<file path="config.mk">
export PLATFORM = sky130hd
export DESIGN_NAME = keygen_out_sequencer_flat
export DESIGN_NICKNAME = d
export VERILOG_FILES = /design/src/rtl/keygen_out_sequencer_if.sv /design/src/rtl/keygen_out_sequencer.sv /design/src/flat_wrapper.sv
export SDC_FILE = /design/constraint.sdc
export NUM_CORES = 1
export LEC_CHECK = 0
export CAP_MARGIN = 20
export CORE_AREA = 2 2 235 237
export CTS_CLUSTER_DIAMETER = 30
export DETAILED_ROUTE_END_ITERATION = 16
export DIE_AREA = 0 0 237 239
export MAX_ROUTING_LAYER = met4
export PLACE_DENSITY = 0.37
export SLEW_MARGIN = 20
export SYNTH_ARGS = -nofsm -noshare
export SYNTH_HDL_FRONTEND = slang
export SYNTH_SLANG_ARGS = --single-unit
</file>
<file path="constraint.sdc">
create_clock -name clk -period 5.4 [get_ports clk]
set_clock_uncertainty 0.05 [all_clocks]
set_input_delay 1.08 -clock clk [delete_from_list [all_inputs] [get_ports clk]]
set_output_delay 1.08 -clock clk [all_outputs]
set_load 0.01 [all_outputs]
</file>
<file path="src/rtl/keygen_out_sequencer_if.sv">
// Keygen output-stream bundle: command, producer sources, consumer stream and status.
// master = keygen datapath/top-level side, slave = keygen_out_sequencer.
interface keygen_out_sequencer_if #(
  parameter int WORD_W = 64
);
  logic [1:0]          cmd_param;
  logic                cmd_isReady;
  logic                cmd_canReceive;
  logic [8*WORD_W-1:0] src_data;
  logic [7:0]          src_isReady;
  logic [7:0]          src_canReceive;
  logic [WORD_W-1:0]   out;
  logic                out_isReady;
  logic                out_canReceive;
  logic                busy;
  logic                done;
  logic                err_param;

  modport master (
    output cmd_param, cmd_isReady, src_data, src_isReady, out_canReceive,
    input  cmd_canReceive, src_canReceive, out, out_isReady, busy, done, err_param
  );

  modport slave (
    input  cmd_param, cmd_isReady, src_data, src_isReady, out_canReceive,
    output cmd_canReceive, src_canReceive, out, out_isReady, busy, done, err_param
  );
endinterface

</file>
<file path="src/rtl/keygen_out_sequencer.sv">
// Grants the shared keygen out stream to each producer in fixed order, counting words per segment.
// Define KEYGEN_OUT_INTERNALS_EN to also stream the internal E, A and B matrices.
module keygen_out_sequencer #(
  parameter int WORD_W = 64,
  parameter int CNT_W  = 19
) (
  input  logic                  clk,
  input  logic                  rst,
  keygen_out_sequencer_if.slave bus
);

  typedef enum logic {S_IDLE, S_RUN} state_e;
  typedef logic [CNT_W-1:0] cnt_t;

`ifdef KEYGEN_OUT_INTERNALS_EN
  localparam logic [2:0] LAST_SEG = 3'd7;
`else
  localparam logic [2:0] LAST_SEG = 3'd4;
`endif

  state_e     state_q, state_d;
  logic [2:0] seg_q, seg_d;
  cnt_t       cnt_q, cnt_d;
  logic [1:0] param_q, param_d;
  logic       done_q, done_d;
  logic       err_q, err_d;

  logic [2:0] sel;
  cnt_t       seg_len_words;
  logic       xfer;

  // Segment position -> producer index (0 sk_s, 1 sk_S, 2 seedA, 3 b, 4 pkh, 5 E, 6 A, 7 B).
  function automatic logic [2:0] seg_src(input logic [2:0] seg);
`ifdef KEYGEN_OUT_INTERNALS_EN
    case (seg)
      3'd0:    return 3'd0;
      3'd1:    return 3'd1;
      3'd2:    return 3'd5;
      3'd3:    return 3'd2;
      3'd4:    return 3'd6;
      3'd5:    return 3'd7;
      3'd6:    return 3'd3;
      default: return 3'd4;
    endcase
`else
    case (seg)
      3'd0:    return 3'd0;
      3'd1:    return 3'd1;
      3'd2:    return 3'd2;
      3'd3:    return 3'd3;
      default: return 3'd4;
    endcase
`endif
  endfunction

  function automatic cnt_t src_len(input logic [2:0] src, input logic [1:0] param);
    case (src)
      3'd0, 3'd4:
        case (param)
          2'd0:    return cnt_t'(2);
          2'd1:    return cnt_t'(3);
          default: return cnt_t'(4);
        endcase
      3'd1, 3'd5, 3'd7:
        case (param)
          2'd0:    return cnt_t'(1280);
          2'd1:    return cnt_t'(1952);
          default: return cnt_t'(2688);
        endcase
      3'd2:        return cnt_t'(2);
      3'd3:
        case (param)
          2'd0:    return cnt_t'(1200);
          2'd1:    return cnt_t'(1952);
          default: return cnt_t'(2688);
        endcase
      default:
        case (param)
          2'd0:    return cnt_t'(102400);
          2'd1:    return cnt_t'(238144);
          default: return cnt_t'(451584);
        endcase
    endcase
  endfunction

  assign sel           = seg_src(seg_q);
  assign seg_len_words = src_len(sel, param_q);

  // NOTE: every signal gets a default before the case so no path leaves it unassigned (no latches).
  always_comb begin
    state_d  = state_q;
    seg_d    = seg_q;
    cnt_d    = cnt_q;
    param_d  = param_q;
    done_d   = 1'b0;
    err_d    = 1'b0;
    xfer     = 1'b0;

    bus.cmd_canReceive = 1'b0;
    bus.out            = '0;
    bus.out_isReady    = 1'b0;
    bus.src_canReceive = '0;

    case (state_q)
      S_IDLE: begin
        bus.cmd_canReceive = 1'b1;
        if (bus.cmd_isReady) begin
          if (bus.cmd_param != 2'd3) begin
            param_d = bus.cmd_param;
            seg_d   = '0;
            cnt_d   = '0;
            state_d = S_RUN;
          end else begin
            err_d = 1'b1;
          end
        end
      end

      S_RUN: begin
        // Without the internals build sel never exceeds 4, so grants 7:5 stay 0.
        bus.out                 = bus.src_data[int'(sel)*WORD_W +: WORD_W];
        bus.out_isReady         = bus.src_isReady[sel];
        bus.src_canReceive[sel] = bus.out_canReceive;
        xfer                    = bus.src_isReady[sel] & bus.out_canReceive;
        if (xfer) begin
          if (cnt_q == seg_len_words - cnt_t'(1)) begin
            cnt_d = '0;
            if (seg_q == LAST_SEG) begin
              state_d = S_IDLE;
              done_d  = 1'b1;
            end else begin
              seg_d = seg_q + 3'd1;
            end
          end else begin
            cnt_d = cnt_q + cnt_t'(1);
          end
        end
      end

      default: state_d = S_IDLE;
    endcase
  end

  // NOTE: state registers use non-blocking assignments so all flops update together at the edge.
  always_ff @(posedge clk or posedge rst) begin
    if (rst) begin
      state_q <= S_IDLE;
      seg_q   <= '0;
      cnt_q   <= '0;
      param_q <= '0;
      done_q  <= 1'b0;
      err_q   <= 1'b0;
    end else begin
      state_q <= state_d;
      seg_q   <= seg_d;
      cnt_q   <= cnt_d;
      param_q <= param_d;
      done_q  <= done_d;
      err_q   <= err_d;
    end
  end

  assign bus.busy      = (state_q == S_RUN);
  assign bus.done      = done_q;
  assign bus.err_param = err_q;

endmodule

</file>
<file path="src/flat_wrapper.sv">
// flat-port wrapper written by rule: the top's interface ports become plain ports
module keygen_out_sequencer_flat 
#(
  parameter int WORD_W = 64,
  parameter int CNT_W  = 19
)
  (clk, rst, bus_cmd_param, bus_cmd_isReady, bus_src_data, bus_src_isReady, bus_out_canReceive, bus_cmd_canReceive, bus_src_canReceive, bus_out, bus_out_isReady, bus_busy, bus_done, bus_err_param);
  keygen_out_sequencer_if #(.WORD_W(WORD_W)) bus_i ();
  input  logic clk;
  input  logic rst;
  input wire logic [$bits(bus_i.cmd_param)-1:0] bus_cmd_param;
  input wire logic [$bits(bus_i.cmd_isReady)-1:0] bus_cmd_isReady;
  input wire logic [$bits(bus_i.src_data)-1:0] bus_src_data;
  input wire logic [$bits(bus_i.src_isReady)-1:0] bus_src_isReady;
  input wire logic [$bits(bus_i.out_canReceive)-1:0] bus_out_canReceive;
  output wire logic [$bits(bus_i.cmd_canReceive)-1:0] bus_cmd_canReceive;
  output wire logic [$bits(bus_i.src_canReceive)-1:0] bus_src_canReceive;
  output wire logic [$bits(bus_i.out)-1:0] bus_out;
  output wire logic [$bits(bus_i.out_isReady)-1:0] bus_out_isReady;
  output wire logic [$bits(bus_i.busy)-1:0] bus_busy;
  output wire logic [$bits(bus_i.done)-1:0] bus_done;
  output wire logic [$bits(bus_i.err_param)-1:0] bus_err_param;
  assign bus_i.cmd_param = bus_cmd_param;
  assign bus_i.cmd_isReady = bus_cmd_isReady;
  assign bus_i.src_data = bus_src_data;
  assign bus_i.src_isReady = bus_src_isReady;
  assign bus_i.out_canReceive = bus_out_canReceive;
  assign bus_cmd_canReceive = bus_i.cmd_canReceive;
  assign bus_src_canReceive = bus_i.src_canReceive;
  assign bus_out = bus_i.out;
  assign bus_out_isReady = bus_i.out_isReady;
  assign bus_busy = bus_i.busy;
  assign bus_done = bus_i.done;
  assign bus_err_param = bus_i.err_param;
  keygen_out_sequencer #(.WORD_W(WORD_W), .CNT_W(CNT_W)) u_core (.clk(clk), .rst(rst), .bus(bus_i));
endmodule
</file>
* Word-level counts from Yosys, hierarchy flattened
Cells that the tools add are included.
Widths: inputs -> output; s select.
** Cells by class
- $add $sub $neg :: 3
- $lt $le $gt $ge :: 2
- Eq/ne operators :: 18
- Shift operators :: 1
- Multiplexer cells :: 38
- Bitwise operators :: 3
- Reduce and logical (&&, ||, !) cells :: 9
** Operator list (count)
- $shiftx 512x10->64 :: 1
- $mux 19 :: 4
- $pmux 19 s2 :: 2
- $pmux 19 s4 :: 1
- $mux 64 :: 1
- $pmux 12 s2 :: 2
- $add 19x1->19 const B :: 1
- $eq 19x19->1 :: 1
- $sub 19x1->19 const B :: 1
- $mux 1 :: 16
- $mux 3 :: 5
- $eq 3x2->1 const B :: 4
- $eq 3x3->1 const B :: 4
- $pmux 3 s2 :: 2
- $pmux 3 s4 :: 1
- $ne 2x2->1 const B :: 5
- $and 8x8->8 :: 1
- $mux 8 :: 1
- $eq 3x1->1 const B :: 2
- $logic_not 3->1 :: 2
- $reduce_and 3->1 :: 2
- $reduce_and 5->1 :: 1
- $lt 3x4->1 const B :: 1
- $add 3x1->3 const B :: 1
- other kinds (12) :: 12
** Word-level totals
- Flip-flop bits (word level) :: 27
- Bits of input ports :: 526
- Output and inout port bits :: 77
- Logic and storage cells :: 80

* Longest topological paths before layout
- Depth in word-level cells :: 10
- Depth in mapped cells :: 20
- Depth with buffers taken out :: 14

* Least setup slack after synthesis
OpenSTA, ideal clock, no wires.
- Path type :: reg2reg
- Start :: register u_core.seg_q[2]
- End :: register u_core.cnt_q[7]
- Setup time :: 0.126 ns
- Arrival time :: 4.328 ns
- Slack :: 0.896 ns
- Stages on the path, launching flop included :: 21
- Cell sequence :: dfrtp_1 -> buf_6 -> clkbuf_1 -> clkbuf_1 -> clkbuf_1 -> inv_1 -> ha_1 -> o21ba_1 -> buf_6 -> a21oi_1 -> inv_1 -> ha_1 -> ha_1 -> clkbuf_1 -> o21bai_1 -> a32oi_2 -> xnor2_1 -> a2111oi_4 -> a41oi_4 -> and3_1 -> a221o_1
** Between the ends
- Word-level cells in the longest chain between the ends :: 10
** Ends and longest elaborated chain
- start: declaration :: RTL line keygen_out_sequencer.sv:22 : logic [2:0] seg_q, seg_d;
- start signal: assignment :: RTL line keygen_out_sequencer.sv:155 : seg_q <= seg_d;
- $eq 3x2->1, or another cell as far along :: RTL line keygen_out_sequencer.sv:46 : case (seg)
- $pmux 3 s4 (*) :: RTL line keygen_out_sequencer.sv:46
- $eq 3x1->1, or another cell as far along
- $reduce_or 3->1 / $reduce_or 2->1 (equally long branches)
- $pmux 19 s4 :: RTL line keygen_out_sequencer.sv:57 : case (src)
- $sub 19x1->19 :: RTL line keygen_out_sequencer.sv:126 : if (cnt_q == seg_len_words - cnt_t'(1)) begin
- $eq 19x19->1 :: RTL line keygen_out_sequencer.sv:126
- $mux 19 :: RTL line keygen_out_sequencer.sv:126
- $mux 19 :: RTL line keygen_out_sequencer.sv:125 : if (xfer) begin
- $pmux 19 s2 :: RTL line keygen_out_sequencer.sv:104 : case (state_q)
- end signal: assignment :: RTL line keygen_out_sequencer.sv:156 : cnt_q <= cnt_d;
- end: declaration :: RTL line keygen_out_sequencer.sv:23 : cnt_t cnt_q, cnt_d;
Every way passes the cells marked *; elsewhere a longest branch is shown, timed or not. The select of a mux whose other input is x is not followed.
A chain may end at the register's enable or synchronous reset.

* Worst setup path in the final report
- Start :: register u_core.seg_q[1]
- End :: output port bus_out[38]
** Between the ends
- Word-level cells in the longest chain between the ends :: 4
** Ends and longest elaborated chain
- $eq 3x2->1, or another cell as far along :: RTL line keygen_out_sequencer.sv:46
- $pmux 3 s4 (*) :: RTL line keygen_out_sequencer.sv:46
- $shiftx 512x10->64 (*) :: RTL line keygen_out_sequencer.sv:121 : bus.out = bus.src_data[int'(sel)*WORD_W +: WORD_W];
- $mux 64 (*) :: RTL line keygen_out_sequencer.sv:104
- end: declaration :: RTL line flat_wrapper.sv:18 : output wire logic [$bits(bus_i.out)-1:0] bus_out;
Every way passes the cells marked *; elsewhere a longest branch is shown, timed or not.

==> results_dict.tcl <==
set metrics [dict create \
    status "completed" \
    wl_per_cell_um 18.00 \
    synth_top_area_share_pct 14.43 \
    cts_resized 0 \
    clk_latency_ps 270 \
    routed_wl_um 34020 \
    antenna_found_initial 19 \
    vias 7316 \
    slew_headroom_pct 27.15 \
    rsz0062_at_grt "false" \
    core-area_um2 54340 \
    syn_area_per_cell_um2 5.685 \
    clockRootBuffer "clkbuf_16" \
    fillCellCount 6251 \
    critPathSlowestCell "or2_4" \
    track_usage_pct 11.60 \
    synth_commonest_cells "150 x nand2_1, 136 x nor3_1, 97 x nor2_1" \
    timing.final.ws_setup_ps 560.7 \
    cts.sinks 27 \
    register_area_um2 683.2 \
    leakagePower_nw 3.353 \
    r2r_slack_ps 920 \
    synth.distinct_cells 60 \
    yosysMostFrequentCell "nand2_1" \
    critical_path.cell_chain "inv_1, ha_1, or2_4, buf_4, nand2_1, nand3_1, o21ai_0, nor3_1, a21oi_1, nor2_1, clkdlybuf4s50_1" \
    drcViolationCount 0 \
    synth-seq-area-share_pct 14.32 \
    numPortBuffers 404 \
    antenna_left 0 \
    slew_viol_final 0 \
    overflow 0 \
    synth_async_sr_flop_share_pct 100.0 \
    tritoncts "yes" \
    grt_first_pass_wirelength_um 47590 \
    tightest_slew_ps 1090 \
    maxCapViolCount 0 \
    cts_setup_buffers 0 \
    holdCritPathClass "reg -> reg" \
    dieArea_um2 56640 \
    period_minus_slack_ps 4839 \
    firstDrtPassIters 4 \
    initial_core_util_pct 8.683 \
    grt_pass1_vias 7356 \
    synth_flop_cell "dfrtp_1" \
    start_kind "flip-flop" \
    die_h_um 239 \
    cp_max_fo 50 \
    drive_above_1_share_pct 2.723 \
    cts.htree.levels 1 \
    cp.required_ps 4270 \
    fin_setup_tns_ps 0 \
    die_x_um 237 \
    vias_per_cell 3.871 \
    fin_nets 1709 \
    ctsLongestPathBuffers 2 \
    synth_top_area_cell "nor3_1" \
    synth_area_um2 4718 \
    ys_ff_latch 27 \
    hold_buffers 0 \
    dp_slack_ps 827.0 \
    fin_crit_sh_pct 89.62 \
    path_class "reg -> out" \
    clk_pin_slew_ps 80 \
    grt_start_max_net_pins 77 \
    finalPower_mw 1.080 \
    slowest_delay_ps 740 \
    gp_congestion 0.7899 \
    power_density_nw_per_um2 112.6 \
    synth_edf_count 0 \
    synthTopCellsByArea "nor3_1 14%, dfrtp_1 14%, nand2_1 12%" \
    ios 603 \
    yosysWarnings 0 \
    area_delta_synth_final_pct 103.2 \
    holdWs_ps 524.2 \
    crit_buf_inv 3 \
    cts_made_buffers 3 \
    crit_family "simple AND/OR/NAND/NOR gates" \
    fmax_ghz 0.2066 \
    synth_cells 830 \
    std_cell_rows 86 \
    hpwl_um 26500 \
    hold_viol 0 \
    end_kind "output pin" \
    multi_input_area_um2 3690 \
    finalSetupViolCount 0 \
    first_iter_violations 313 \
    ir_worst_vdd_mv 0.1146 \
    crit_arrival_ps 3710 \
]
-- worst min-delay path: cells and delay by family, from the launching register on --
family	cells	cell delay, ps
AND/OR/NAND/NOR	2	120
flip-flops	1	430
-- final timing paths --
path	start	endpoint	cells past startpoint
max reg2reg	u_core.seg_q[1]	u_core.cnt_q[11]	13
min in group asynchronous	rst	u_core.seg_q[2]	3
max in group asynchronous	rst	u_core.seg_q[1]	3
min reg2reg	u_core.cnt_q[0]	u_core.cnt_q[0]	2
max	u_core.seg_q[1]	bus_out[38]	11
min	u_core.cnt_q[0]	u_core.cnt_q[0]	2
-- power breakdown --
| group | switching, mW | total, mW | internal, mW | leakage, nW |
|---|---|---|---|---|
| Clock | 0.0829 | 0.184 | 0.101 | 0.0372 |
| Combinational | 0.243 | 0.621 | 0.378 | 2.99 |
| Sequential | 0.0478 | 0.274 | 0.226 | 0.325 |
| Total | 0.374 | 1.08 | 0.705 | 3.35 |
-- state kept, by name, summed over array words and instances, names as in the netlist --
register,count
u_core.seg_q,3
u_core.cnt_q,19
u_core.bus.done,1
u_core.bus.err_param,1
u_core.bus.busy,1
u_core.param_q,2
-- placed cells by master, fill, tap and decap left out, types with 3 or more instances in the layout --
master	n
diode_2	11
buf_12	3
conb_1	3
nand2_1	150
inv_1	11
clkbuf_16	3
nor4_1	3
clkdlybuf4s50_1	404
nor2b_1	4
nor2_1	95
nand3_1	77
o211ai_1	5
o2111ai_1	3
dfrtp_1	25
xnor2_1	4
buf_4	10
and3_1	6
mux2i_1	4
nor4b_1	3
a21oi_1	75
xor2_1	11
o21ai_0	73
or3_1	4
nand2b_1	5
ha_1	7
and2_1	4
nor3_1	136
-- final cells by class --
cell class,count,area share (%)
multi-input combinational,715,38.48
timing repair buffer,417,43.58
clock buffer,3,0.7829
tap,704,9.186
antenna,11,0.2871
clock inverter,1,0.07829
sequential,27,7.124
inverter,12,0.4828
-- logic make-up (layout without fill, tap and decap cells) --
logic type / after synthesis / after routing / share of synthesized area [%]
simple gates: 501 / 501 / 48.24
mux: 5 / 5 / 1.326
flops: 27 / 27 / 14.32
buf+inv: 90 / 433 / 8.008
other cells: 1 / 14 / 0.07948
xor+xnor: 15 / 15 / 2.784
compound gates: 184 / 184 / 23.39
fa+ha+maj: 7 / 7 / 1.856
-- per-stage QoR --
step	util (%)	instances	area (µm²)
global route	17.63	1886	9579
global placement	17.44	1875	9479
detailed placement	17.44	1875	9479
finish	17.65	1890	9589
floorplan	-	832	4726
CTS	17.60	1879	9562
-- metal layers --
metal  wire length [µm]  GRT usage [%]  vias up
met1              15190          15.06     3387
met2              15700          18.71      292
met3               2758          2.644       21
met4                372          1.688        0
li1                   -              -     3616
met5                  0              -        -
(Power assumes the default switching activity.)
